--- src/rtl/wb_slave_router_if.sv ---
//------------------------------------------------------------------------------
// Module      : wb_slave_router_if
// Description : Wishbone slave-port and peripheral-channel bundle for the router.
// Revision    : 1.0 - initial release
//------------------------------------------------------------------------------
`default_nettype none

interface wb_slave_router_if #(
  parameter int N_SLV = 5
);
  logic                   wbs_cyc_i;
  logic                   wbs_stb_i;
  logic                   wbs_we_i;
  logic [3:0]             wbs_sel_i;
  logic [31:0]            wbs_dat_i;
  logic [31:0]            wbs_adr_i;
  logic                   wbs_ack_o;
  logic                   wbs_err_o;
  logic [31:0]            wbs_dat_o;
  logic [N_SLV-1:0]       slv_valid_o;
  logic [N_SLV-1:0]       slv_ack_i;
  logic [32*N_SLV-1:0]    slv_dat_i;
  logic [15:0]            err_cnt_o;

  modport slave (
    input  wbs_cyc_i, wbs_stb_i, wbs_we_i, wbs_sel_i, wbs_dat_i, wbs_adr_i,
    input  slv_ack_i, slv_dat_i,
    output wbs_ack_o, wbs_err_o, wbs_dat_o, slv_valid_o, err_cnt_o
  );

  modport master (
    output wbs_cyc_i, wbs_stb_i, wbs_we_i, wbs_sel_i, wbs_dat_i, wbs_adr_i,
    output slv_ack_i, slv_dat_i,
    input  wbs_ack_o, wbs_err_o, wbs_dat_o, slv_valid_o, err_cnt_o
  );
endinterface

`default_nettype wire

--- src/rtl/wb_slave_router.sv ---
//------------------------------------------------------------------------------
// Module      : wb_slave_router
// Description : Base/mask Wishbone address router with timeout and bus-error reply.
// Revision    : 1.0 - initial release
//------------------------------------------------------------------------------
`default_nettype none

module wb_slave_router #(
  parameter int                  N_SLV    = 5,
  parameter logic [32*N_SLV-1:0] SLV_BASE = {N_SLV{32'h0}},
  parameter logic [32*N_SLV-1:0] SLV_MASK = {N_SLV{32'h0}},
  parameter int                  TIMEOUT  = 255,
  parameter logic [31:0]         ERR_DATA = 32'hDEAD_BEEF
) (
  input  logic               wb_clk_i,
  input  logic               wb_rst_i,
  wb_slave_router_if.slave   bus
);

  localparam int               c_SEL_W    = (N_SLV > 1) ? $clog2(N_SLV) : 1;
  localparam logic [15:0]      c_TMO_LAST = 16'(TIMEOUT - 1);
  localparam logic [N_SLV-1:0] c_ONE      = N_SLV'(1);

  typedef enum logic [1:0] {
    S_IDLE = 2'd0,
    S_BUSY = 2'd1,
    S_RESP = 2'd2
  } state_t;

  state_t               r_state, w_state_nxt;
  logic [c_SEL_W-1:0]   r_sel, w_sel_nxt;
  logic [15:0]          r_timer, w_timer_nxt;
  logic                 r_err, w_err_nxt;
  logic [31:0]          r_dat, w_dat_nxt;
  logic [15:0]          r_err_cnt, w_err_cnt_nxt;
  logic [15:0]          w_err_cnt_inc;

  logic [N_SLV-1:0]     w_hit;
  logic                 w_any_hit;
  logic [c_SEL_W-1:0]   w_hit_idx;
  logic                 w_sel_ack;
  logic [31:0]          w_sel_dat;

  generate
    for (genvar i = 0; i < N_SLV; i++) begin : g_match
      assign w_hit[i] = ((bus.wbs_adr_i & SLV_MASK[32*i +: 32]) ==
                         (SLV_BASE[32*i +: 32] & SLV_MASK[32*i +: 32]));
    end
  endgenerate

  // Scan downward so the lowest-numbered hit is the one left standing.
  always_comb begin
    w_any_hit = |w_hit;
    w_hit_idx = '0;
    for (int i = N_SLV - 1; i >= 0; i--) begin
      if (w_hit[i]) begin
        w_hit_idx = c_SEL_W'(i);
      end
    end
  end

  assign w_sel_ack     = bus.slv_ack_i[r_sel];
  assign w_sel_dat     = bus.slv_dat_i[32*r_sel +: 32];
  assign w_err_cnt_inc = (r_err_cnt == 16'hFFFF) ? r_err_cnt : r_err_cnt + 16'd1;

  always_comb begin
    w_state_nxt   = r_state;
    w_sel_nxt     = r_sel;
    w_timer_nxt   = r_timer;
    w_err_nxt     = r_err;
    w_dat_nxt     = r_dat;
    w_err_cnt_nxt = r_err_cnt;
    case (r_state)
      S_IDLE: begin
        if (bus.wbs_cyc_i && bus.wbs_stb_i) begin
          if (w_any_hit) begin
            w_sel_nxt   = w_hit_idx;
            w_timer_nxt = '0;
            w_err_nxt   = 1'b0;
            w_state_nxt = S_BUSY;
          end else begin
            w_err_nxt     = 1'b1;
            w_dat_nxt     = ERR_DATA;
            w_err_cnt_nxt = w_err_cnt_inc;
            w_state_nxt   = S_RESP;
          end
        end
      end
      S_BUSY: begin
        // A master that has dropped cyc gets no reply, even if the slave acks now.
        if (!bus.wbs_cyc_i) begin
          w_state_nxt = S_IDLE;
        end else if (w_sel_ack) begin
          w_dat_nxt   = w_sel_dat;
          w_err_nxt   = 1'b0;
          w_state_nxt = S_RESP;
        end else if (r_timer == c_TMO_LAST) begin
          w_err_nxt     = 1'b1;
          w_dat_nxt     = ERR_DATA;
          w_err_cnt_nxt = w_err_cnt_inc;
          w_state_nxt   = S_RESP;
        end else begin
          w_timer_nxt = r_timer + 16'd1;
        end
      end
      S_RESP:  w_state_nxt = S_IDLE;
      default: w_state_nxt = S_IDLE;
    endcase
  end

  always_ff @(posedge wb_clk_i) begin
    if (wb_rst_i) begin
      r_state   <= S_IDLE;
      r_sel     <= '0;
      r_timer   <= '0;
      r_err     <= 1'b0;
      r_dat     <= '0;
      r_err_cnt <= '0;
    end else begin
      r_state   <= w_state_nxt;
      r_sel     <= w_sel_nxt;
      r_timer   <= w_timer_nxt;
      r_err     <= w_err_nxt;
      r_dat     <= w_dat_nxt;
      r_err_cnt <= w_err_cnt_nxt;
    end
  end

  assign bus.slv_valid_o = (r_state == S_BUSY) ? (c_ONE << r_sel) : '0;
  assign bus.wbs_ack_o   = (r_state == S_RESP);
  assign bus.wbs_err_o   = (r_state == S_RESP) && r_err;
  assign bus.wbs_dat_o   = (r_state == S_RESP) ? r_dat : 32'h0;
  assign bus.err_cnt_o   = r_err_cnt;

endmodule

`default_nettype wire

--- src/flat_wrapper.sv ---
// flat-port wrapper written by rule: the top's interface ports become plain ports
module wb_slave_router_flat 
#(
  parameter int                  N_SLV    = 5,
  parameter logic [32*N_SLV-1:0] SLV_BASE = {N_SLV{32'h0}},
  parameter logic [32*N_SLV-1:0] SLV_MASK = {N_SLV{32'h0}},
  parameter int                  TIMEOUT  = 255,
  parameter logic [31:0]         ERR_DATA = 32'hDEAD_BEEF
)
  (wb_clk_i, wb_rst_i, bus_wbs_cyc_i, bus_wbs_stb_i, bus_wbs_we_i, bus_wbs_sel_i, bus_wbs_dat_i, bus_wbs_adr_i, bus_slv_ack_i, bus_slv_dat_i, bus_wbs_ack_o, bus_wbs_err_o, bus_wbs_dat_o, bus_slv_valid_o, bus_err_cnt_o);
  wb_slave_router_if #(.N_SLV(N_SLV)) bus_i ();
  input  logic wb_clk_i;
  input  logic wb_rst_i;
  input wire logic [$bits(bus_i.wbs_cyc_i)-1:0] bus_wbs_cyc_i;
  input wire logic [$bits(bus_i.wbs_stb_i)-1:0] bus_wbs_stb_i;
  input wire logic [$bits(bus_i.wbs_we_i)-1:0] bus_wbs_we_i;
  input wire logic [$bits(bus_i.wbs_sel_i)-1:0] bus_wbs_sel_i;
  input wire logic [$bits(bus_i.wbs_dat_i)-1:0] bus_wbs_dat_i;
  input wire logic [$bits(bus_i.wbs_adr_i)-1:0] bus_wbs_adr_i;
  input wire logic [$bits(bus_i.slv_ack_i)-1:0] bus_slv_ack_i;
  input wire logic [$bits(bus_i.slv_dat_i)-1:0] bus_slv_dat_i;
  output wire logic [$bits(bus_i.wbs_ack_o)-1:0] bus_wbs_ack_o;
  output wire logic [$bits(bus_i.wbs_err_o)-1:0] bus_wbs_err_o;
  output wire logic [$bits(bus_i.wbs_dat_o)-1:0] bus_wbs_dat_o;
  output wire logic [$bits(bus_i.slv_valid_o)-1:0] bus_slv_valid_o;
  output wire logic [$bits(bus_i.err_cnt_o)-1:0] bus_err_cnt_o;
  assign bus_i.wbs_cyc_i = bus_wbs_cyc_i;
  assign bus_i.wbs_stb_i = bus_wbs_stb_i;
  assign bus_i.wbs_we_i = bus_wbs_we_i;
  assign bus_i.wbs_sel_i = bus_wbs_sel_i;
  assign bus_i.wbs_dat_i = bus_wbs_dat_i;
  assign bus_i.wbs_adr_i = bus_wbs_adr_i;
  assign bus_i.slv_ack_i = bus_slv_ack_i;
  assign bus_i.slv_dat_i = bus_slv_dat_i;
  assign bus_wbs_ack_o = bus_i.wbs_ack_o;
  assign bus_wbs_err_o = bus_i.wbs_err_o;
  assign bus_wbs_dat_o = bus_i.wbs_dat_o;
  assign bus_slv_valid_o = bus_i.slv_valid_o;
  assign bus_err_cnt_o = bus_i.err_cnt_o;
  wb_slave_router #(.N_SLV(N_SLV), .SLV_BASE(SLV_BASE), .SLV_MASK(SLV_MASK), .TIMEOUT(TIMEOUT), .ERR_DATA(ERR_DATA)) u_core (.wb_clk_i(wb_clk_i), .wb_rst_i(wb_rst_i), .bus(bus_i));
endmodule
--- config.mk ---
export PLATFORM = sky130hd
export DESIGN_NAME = wb_slave_router_flat
export DESIGN_NICKNAME = d
export VERILOG_FILES = /design/src/rtl/wb_slave_router_if.sv /design/src/rtl/wb_slave_router.sv /design/src/flat_wrapper.sv
export SDC_FILE = /design/constraint.sdc
export NUM_CORES = 1
export LEC_CHECK = 0
export CAP_MARGIN = 20
export CORE_ASPECT_RATIO = 1.25
export CORE_MARGIN = 2
export CORE_UTILIZATION = 25
export DETAILED_ROUTE_END_ITERATION = 10
export MAX_ROUTING_LAYER = met4
export PLACE_DENSITY = 0.67
export SYNTH_ARGS = -nofsm -noshare
export SYNTH_HDL_FRONTEND = slang
export SYNTH_SLANG_ARGS = --single-unit
--- constraint.sdc ---
create_clock -name wb_clk_i -period 3.5 [get_ports wb_clk_i]
set_clock_uncertainty 0.2 [all_clocks]
set_input_delay 0.7 -clock wb_clk_i [delete_from_list [all_inputs] [get_ports wb_clk_i]]
set_output_delay 0.7 -clock wb_clk_i [all_outputs]
set_load 0.05 [all_outputs]
==> metrics, run 1 <==
Setup CP Type reg -> out; Int Pwr 1.66 mW; CP endpoint kind output port; DR vias 3066; dpl hpwl 6160 um; share of cells above drive strength 1 7.17%; largest net degree at the start of global routing 35; FILL cells 1327; Post-CTS Setup Repair Bufs 0; most instantiated cells after synthesis nor2_1 (93), dfxtp_1 (67), and2_1 (38); CP startpoint u_core.r_state[0]$_SDFFE_PP0P_; Via density 4.67; DRT iter0 DRCs 178; Rel. slew slack 60.4%; placed cell count 640; Area Growth Syn to Fin 43.4%; Power per Cell Area 445 nW/um^2; final antenna-violating net count 0; ys async rst share 0%; grt total ovfl 0; initial antenna violation count 0; CTS buffer count 9; peak supply drop 0.245 mV; HP Start u_core.r_err$_SDFFE_PP0P_; minimum clock period 3.05 ns; Yosys reg bits 67; CP cell instances nand2b_1, inv_1, clkdlybuf4s50_1; Fmax 328 MHz; sequential cell area fraction in the yosys report 41.3%; area leader, netlist dfxtp_1; ANT cells 0; worst skew pair latency 0.33 ns; sequential cell area 1340 sq um; dpl ws 0.404 ns; dominant synthesized flop cell dfxtp_1; crit-path max FO 10; Post-Syn Instances 404; clk slew on worst S/H paths 0.06 ns; H-Tree Depth 3; max incr delay on CP 0.85 ns; number of global-route vias before repair 3091; Sequential Power Share 37.5%; Crit path max-delay family buffers and inverters; die width 106 um; most frequent cell after synthesis nor2_1; synth top area cells dfxtp_1 (41%), nor2_1 (11%), and2_1 (7.3%), nor3_1 (4.0%), xnor2_1 (3.2%); Layout Nets 724; net switching fraction of the power 19.6%; PortBufs 87; Die Ht 131 um; Post-CTS Resized 0; CTS Root Cell clkbuf_16; sw power 0.406 mW; RSZ-0062 raised after global routing no; Hold Vio Cnt, Final 0; post-synth top area share 41.3%; Startpoint Class register; Post-synth EDFFs 0; core area 12700 sq um; synth unique cells 44; Initial Utilization 25.6%; CTS Buffer Depth 2; CTS tree yes; hold crit path type reg -> reg; Synth Warn # 0; RR Startpoint u_core.r_timer[0]$_SDFFE_PP0P_; Clk pwr share 57.2%; first-pass GRT wire length 14800 um; outcome completed; Avg Inst Size Synth 8.03 sq um; GPL Wtd Cong 0.850; slowest CP cell clkdlybuf4s50_1; Post-CTS Hold Buffers 0; WL per Instance 13.4 um; post-route setup slack 0.447 ns; Worst Max-Slew Pin Slew 0.594 ns; Leak 1.66 nW; Comb power frac 5.3%; synthesized area 3250 sq um; drt drc 0; Final Setup Violations 0; area post-placement 4260 sq um; Setup Total Neg Slack 0 ns; I/O pin count 293; worst path required time 2.60 ns; GRT Overall Usage 13.5%; R2R setup slack 0.96 ns; Final Cycle Share 87.2%; Die ar. 13900 sq um; area occupied by multi-input gates 1780 sq um; CP Buf/Inv Count 2; TritonRoute pass-1 iters 4; fin cells 656; Final Cell Area 4650 sq um; Row Count 46; Final Max Slew Viols 0; WP data arrival 2.15 ns; # clock sinks 67; Max-cap violations 0; drt total wl 8810 um
## routing by layer
layer	part of all wire (%)	global-route usage (%)	wire, um
met1	45	16.4	3990
met2	48	21.5	4220
met3	5.2	3.22	459
met4	1.5	5.63	131
met5	0	-	0
## cell usage in the layout, fill, tap and decap left out, types with 11 or more instances in the layout
master and count:
nor4_1 11, nand3_1 13, xnor2_1 12, and2_1 38, nand4_1 13, dfxtp_1 67
nor2_1 93, nor3_1 26, a21oi_1 11, clkdlybuf4s50_1 86
## sequential cells by signal, summed over array words and instances, names as in the netlist
signal                count
u_core.r_state            2
u_core.r_timer           16
u_core.bus.err_cnt_o     16
u_core.r_dat             32
u_core.r_err              1
## final timing paths
path / end / cells past startpoint
max: bus_slv_valid_o[0] / 3
min: u_core.r_err$_SDFFE_PP0P_ / 2
max reg2reg: u_core.bus.err_cnt_o[12]$_SDFFE_PP0P_ / 7
min reg2reg: u_core.r_err$_SDFFE_PP0P_ / 2
## layout make-up
class / count / area share (%)
well taps: 168 / 4.52
inverters: 3 / 0.242
clock inverters: 7 / 3.52
flip-flops and latches: 67 / 28.8
multi-input cells: 307 / 38.2
clock buffers: 9 / 4.84
repair buffers: 95 / 19.9
## kinds of logic (layout without fill, tap and decap cells)
kind of cell / Yosys count / after routing / synth area share, %
AND/OR/NAND/NOR: 241 / 241 / 39.7
XOR/XNOR: 19 / 19 / 5.13
flip-flops: 67 / 67 / 41.3
multiplexers: 2 / 2 / 0.655
buffers and inverters: 33 / 114 / 4.39
adder cells (fa/ha/maj): 3 / 3 / 1.16
AO/OA/AOI/OAI: 38 / 38 / 7.56
other: 1 / 4 / 0.116
## power groups by stage
| stage | Clock, mW | Sequential (mW) | Combinational [mW] |
|---|---|---|---|
| after floorplan | 0 | 0.791 | 0.0576 |
| after global placement | 0 | 0.792 | 0.109 |
| after detailed placement | 0 | 0.792 | 0.110 |
| after CTS | 1.20 | 0.776 | 0.111 |
| after global routing | 1.24 | 0.776 | 0.121 |
| final | 1.18 | 0.776 | 0.110 |
## through the flow
step / utilization [%] / power [mW] / hold WS [ns]
global route: 36.7 / 2.13 / 0.316
global placement: 33.7 / 0.901 / 0.279
detailed placement: 33.7 / 0.903 / 0.280
finish: 36.7 / 2.07 / 0.287
CTS: 36.7 / 2.09 / 0.291
floorplan: - / 0.848 / 0.264
## worst register-to-register path: cells and delay by family (launching register included)
kind / cells / cell delay, ns
buf+inv: 1 / 0.07
flops: 1 / 0.35
fa+ha+maj: 1 / 0.17
compound gates: 1 / 0.15
simple gates: 4 / 1.54
(Power assumes the default switching activity.)
==> run 2, diff against run 1 <==
REMOVE_ABC_BUFFERS = 1   (was default)
==> run 2 against run 1 <==
Register-to-register slack about the same. Largest cell class unchanged. Clock-buffer cell count up 3. Critical path type unchanged. Maximum frequency down 4.8%.
==> metrics, run 2 (synthesized netlist as in run 1, its figures left out) <==
outcome completed; CTS Root Cell clkbuf_16; Rel. slew slack 58.8% (-1.6 points); Hold Vio Cnt, Final 0 (unchanged); share of cells above drive strength 1 6.57% (-0.60 points); clk slew on worst S/H paths 0.05 ns (about the same); Post-CTS Hold Buffers 0 (unchanged); worst skew pair latency 0.32 ns (about the same); number of global-route vias before repair 3162 (+2.3%); register with the most flip-flops u_core.r_dat; Via density 4.75 (+1.7%); DR vias 3114 (+1.6%); most frequent cells in the layout nor2_1 (93), clkdlybuf4s50_1 (86), dfxtp_1 (67), and2_1 (38), nor3_1 (26); hold crit path type reg -> reg; Row Count 46 (unchanged); PortBufs 87 (unchanged); commonest non-fill, non-tap cell in the layout nor2_1; drt total wl 8970 um (+1.8%); CP endpoint kind output port; Power per Cell Area 370 nW/um^2 (-17%); final antenna-violating net count 0 (unchanged); Max-cap violations 0 (unchanged); Startpoint Class register; Worst Max-Slew Pin Slew 0.618 ns (+0.0237 ns); TritonRoute pass-1 iters 4 (unchanged); GPL Wtd Cong 0.876 (+3.1%); Die ar. 13900 sq um (unchanged); drt drc 0 (unchanged); Setup CP Type reg -> out; Setup Total Neg Slack 0 ns (unchanged); Layout Nets 724 (unchanged); Die Ht 131 um (unchanged); ANT cells 0 (unchanged); area post-placement 4280 sq um (+0.29%); RSZ-0062 raised after global routing no; die width 106 um (unchanged); WP data arrival 2.31 ns (+0.16 ns); dpl hpwl 6430 um (+4.4%); Post-CTS Resized 0 (unchanged); worst path required time 2.60 ns (about the same); CTS Buffer Depth 2 (unchanged); core area 12700 sq um (unchanged); Final Cycle Share 91.6% (+4.4 points); GRT Overall Usage 13.8% (+0.25 points); DRT iter0 DRCs 276 (+55%); Util after Layout 35.8% (-0.91 points); first-pass GRT wire length 15300 um (+3.0%); initial antenna violation count 0 (unchanged); WL per Instance 13.7 um (+1.9%); Leak 1.61 nW (-3.3%); I/O pin count 293 (unchanged); H-Tree Depth 3 (unchanged); Final Cell Area 4540 sq um (-2.5%); Largest register FFs 32 (unchanged); peak supply drop 0.236 mV (-3.5%); Final Setup Violations 0 (unchanged); largest net degree at the start of global routing 35 (unchanged); grt total ovfl 0 (unchanged); Area Growth Syn to Fin 39.8%; minimum clock period 3.21 ns (+0.153 ns); CTS buffer count 9 (unchanged); # clock sinks 67 (unchanged); Initial Utilization 25.6% (unchanged); Fmax 312 MHz (-4.8%); crit-path max FO 25 (+15); final hold slack 0.284 ns (-0.00343 ns); Final Max Slew Viols 0 (unchanged); CTS tree yes; Post-CTS Setup Repair Bufs 0 (unchanged)
==> run 2: changes by cell type in the layout (fill, tap and decap cells not counted) <==
cell	previous run	this run
buf_4	8	7
buf_12	0	1
clkinv_2	1	3
clkinv_4	1	0
bufinv_16	5	0
clkbuf_1	0	2
clkbuf_8	0	1
==> run 2: metrics by stage <==
stage	total power, mW	instances	setup slack, ns
finish	1.68	655	0.294
floorplan	0.834	377	0.300
detailed placement	0.903	640	0.420
CTS	1.71	655	0.259
global route	1.75	655	0.160
global placement	0.901	640	0.438
==> run 2: layout make-up <==
type,count,area (sq um)
fillers,1332,8120
flip-flops and latches,67,1340
clock buffers,12,246
inverters,3,11.3
clock inverters,3,15.0
well taps,168,210
multi-input cells,307,1780
repair buffers,95,938
==> run 2: final timing paths <==
| kind | cells past startpoint | to | start | slack, ns |
|---|---|---|---|---|
| max | 4 | bus_wbs_dat_o[12] | u_core.r_state[1]$_SDFFE_PP0P_ | 0.29 |
| min | 2 | u_core.r_err$_SDFFE_PP0P_ | u_core.r_err$_SDFFE_PP0P_ | 0.28 |
| max reg2reg | 7 | u_core.bus.err_cnt_o[12]$_SDFFE_PP0P_ | u_core.r_timer[0]$_SDFFE_PP0P_ | 0.97 |
| min reg2reg | 2 | u_core.r_err$_SDFFE_PP0P_ | u_core.r_err$_SDFFE_PP0P_ | 0.28 |
==> run 2: routing by layer <==
metal	vias to the layer above	share of wire, %	GRT usage [%]
li1	1542	-	-
met1	1454	43	16.0
met5	-	0	-
met4	0	3.0	6.29
met3	20	3.7	3.03
met2	98	51	22.7
==> run 2: critical path, cell delays in order (launching register included) <==
cell and delay, ns:
dfxtp_1 0.37, nor2b_2 0.42, buf_12 0.21, and2_1 0.14, clkdlybuf4s50_1 0.83
==> run 2: where the power goes <==
part	leakage [nW]	total, mW	internal, mW	switching [mW]
combinational	0.935	0.111	0.0522	0.0585
sequential	0.541	0.777	0.772	0.00475
clock	0.132	0.793	0.490	0.303
total	1.61	1.68	1.31	0.366
==> run 3, diff against run 2 <==
CORE_MARGIN = default   (was 2)
PLACE_DENSITY = 0.7   (was 0.67)
SKIP_LAST_GASP = 1   (was default)
clock period = 2.8 ns   (was 3.5 ns; I/O delays follow)
==> run 3 against run 2 <==
Clock-buffer cell count increased by 1. Via count increased by 0.71%. Sequential power increased by 25%. Worst hold slack improved by 0.0064 ns. First-iteration DRC count decreased by 46%. Final area increased by 9.2%. Combinational power increased by 29%. Flip-flop and latch count unchanged. Highest routed layer unchanged.
==> metrics, run 3 (synthesized netlist as in run 1, its figures left out) <==
Startpoint Class input port; Initial Utilization 25.6% (unchanged); CTS tree yes; CTS buffer count 9 (unchanged); Final Cycle Share 87.6%; GRT met2 Usage 24.0% (+1.4 points); Die Ht 129 um (-1.5%); fin cells 663 (+1.2%); placed cell count 648 (+1.3%); Area Growth Syn to Fin 52.7%; met3 GRT Util 2.87% (-0.16 points); # clock sinks 67 (unchanged); clk slew on worst S/H paths 0.05 ns (about the same); GRT met1 Usage 15.5% (-0.43 points); Die ar. 13400 sq um (-3.4%); Post-CTS Hold Buffers 0 (unchanged); GPL Wtd Cong 0.882 (+0.79%); Util after Layout 39.2% (+3.3 points); register with the most flip-flops u_core.r_dat; largest net degree at the start of global routing 32 (-8.6%); WP data arrival 2.51 ns (+0.20 ns); Row Count 46 (unchanged); hold crit path type reg -> reg; Final Max Slew Viols 0 (unchanged); Final Setup Violations 0 (unchanged); DRT iter0 DRCs 150 (-46%); GRT Overall Usage 14.0% (+0.22 points); H-Tree Depth 3 (unchanged); ANT cells 0 (unchanged); post-route setup slack 0.346 ns (+0.0525 ns); Worst Max-Slew Pin Slew 0.522 ns (-0.0954 ns); crit-path max FO 5 (-80%); Fmax 408 MHz; Largest register FFs 32 (unchanged); CTS Buffer Depth 2 (unchanged); PortBufs 87 (unchanged); Rel. slew slack 65.1% (+6.3 points); peak supply drop 0.355 mV (+50%); Power per Cell Area 449 nW/um^2 (+21%); Setup CP Type in -> reg; most used routing layer met2; CP endpoint kind register; dpl ws 0.0209 ns (-0.399 ns); first-pass GRT wire length 14700 um (-3.8%); Post-CTS Setup Repair Bufs 0 (unchanged); core area 12700 sq um (unchanged); TritonRoute pass-1 iters 4 (unchanged); most frequent cells in the layout nor2_1 (93), dfxtp_1 (67), clkdlybuf4s50_1 (51), and2_1 (38), buf_12 (34); RSZ-0062 raised after global routing no; Max-cap violations 0 (unchanged); DR vias 3136 (+0.71%); grt total ovfl 0 (unchanged); initial antenna violation count 0 (unchanged); drt total wl 8990 um (+0.31%); share of cells above drive strength 1 15.2% (+8.6 points); FILL cells 1271 (-4.6%); Post-CTS Resized 0 (unchanged); number of global-route vias before repair 3103 (-1.9%); WL per Instance 13.6 um (-0.90%); worst path required time 2.86 ns (+0.26 ns); die width 104 um (-1.9%); worst skew pair latency 0.33 ns (about the same); commonest non-fill, non-tap cell in the layout nor2_1; outcome completed; final antenna-violating net count 0 (unchanged); area occupied by multi-input gates 1780 sq um (unchanged); I/O pin count 293 (unchanged); Leak 1.82 nW (+13%); sequential cell area 1340 sq um (unchanged); Via density 4.73 (-0.51%); minimum clock period 2.45 ns; Hold Vio Cnt, Final 0 (unchanged); Layout Nets 732 (+1.1%); CTS Root Cell clkbuf_16; drt drc 0 (unchanged); dpl hpwl 6640 um (+3.3%)
run 3: cell types whose count changed in the layout (fill, tap and decap cells not counted):
cell             before  now
clkbuf_8              1    2
buf_12                1   34
clkinv_2              3    1
buf_4                 7   17
clkdlybuf4s50_1      86   51
bufinv_16             0    1
run 3: final timing paths:
check | start | end | slack (ns) | cells after the start
worst min-delay path | u_core.r_dat[13]$_SDFFE_PP0P_ | u_core.r_dat[13]$_SDFFE_PP0P_ | 0.29 | 2
worst min register to register | u_core.r_dat[13]$_SDFFE_PP0P_ | u_core.r_dat[13]$_SDFFE_PP0P_ | 0.29 | 2
worst max-delay path | bus_wbs_cyc_i | u_core.bus.err_cnt_o[12]$_SDFFE_PP0P_ | 0.35 | 6
worst max register to register | u_core.r_timer[0]$_SDFFE_PP0P_ | u_core.r_timer[4]$_SDFFE_PP0P_ | 0.46 | 8
run 3: metrics by stage:
stage / hold WS [ns] / power (mW) / setup TNS (ns) / cell area [sq um]
finish: 0.290 / 2.23 / 0 / 4960
global route: 0.317 / 2.30 / 0 / 4960
CTS: 0.293 / 2.26 / 0 / 4960
detailed placement: 0.285 / 1.13 / 0 / 4660
global placement: 0.278 / 1.13 / 0 / 4660
floorplan: 0.264 / 1.04 / -8.59 / 3130
run 3: layout make-up:
type / count / area share, %
inverter: 3 / 0.227
multi-input combinational: 307 / 35.8
sequential: 67 / 27.1
tap: 168 / 4.24
timing repair buffer: 103 / 26.7
clock buffer: 13 / 5.25
clock inverter: 2 / 0.707
run 3: power breakdown:
group	switching (mW)	total (mW)	internal, mW
sequential	0.00572	0.971	0.965
combinational	0.0738	0.143	0.0688
clock	0.382	1.11	0.731
run 3: routing by layer:
metal | vias up | part of all wire (%)
met1 | 1465 | 43
met5 | - | 0
met2 | 92 | 50
met3 | 24 | 3.7
li1 | 1555 | -
met4 | 0 | 2.9
run 3: critical path, cell delays in order:
cell and delay [ns]:
clkdlybuf4s50_1 0.51, nand3b_2 0.10, or2_2 0.32, or3_4 0.41, or4_1 0.48, a21oi_1 0.15
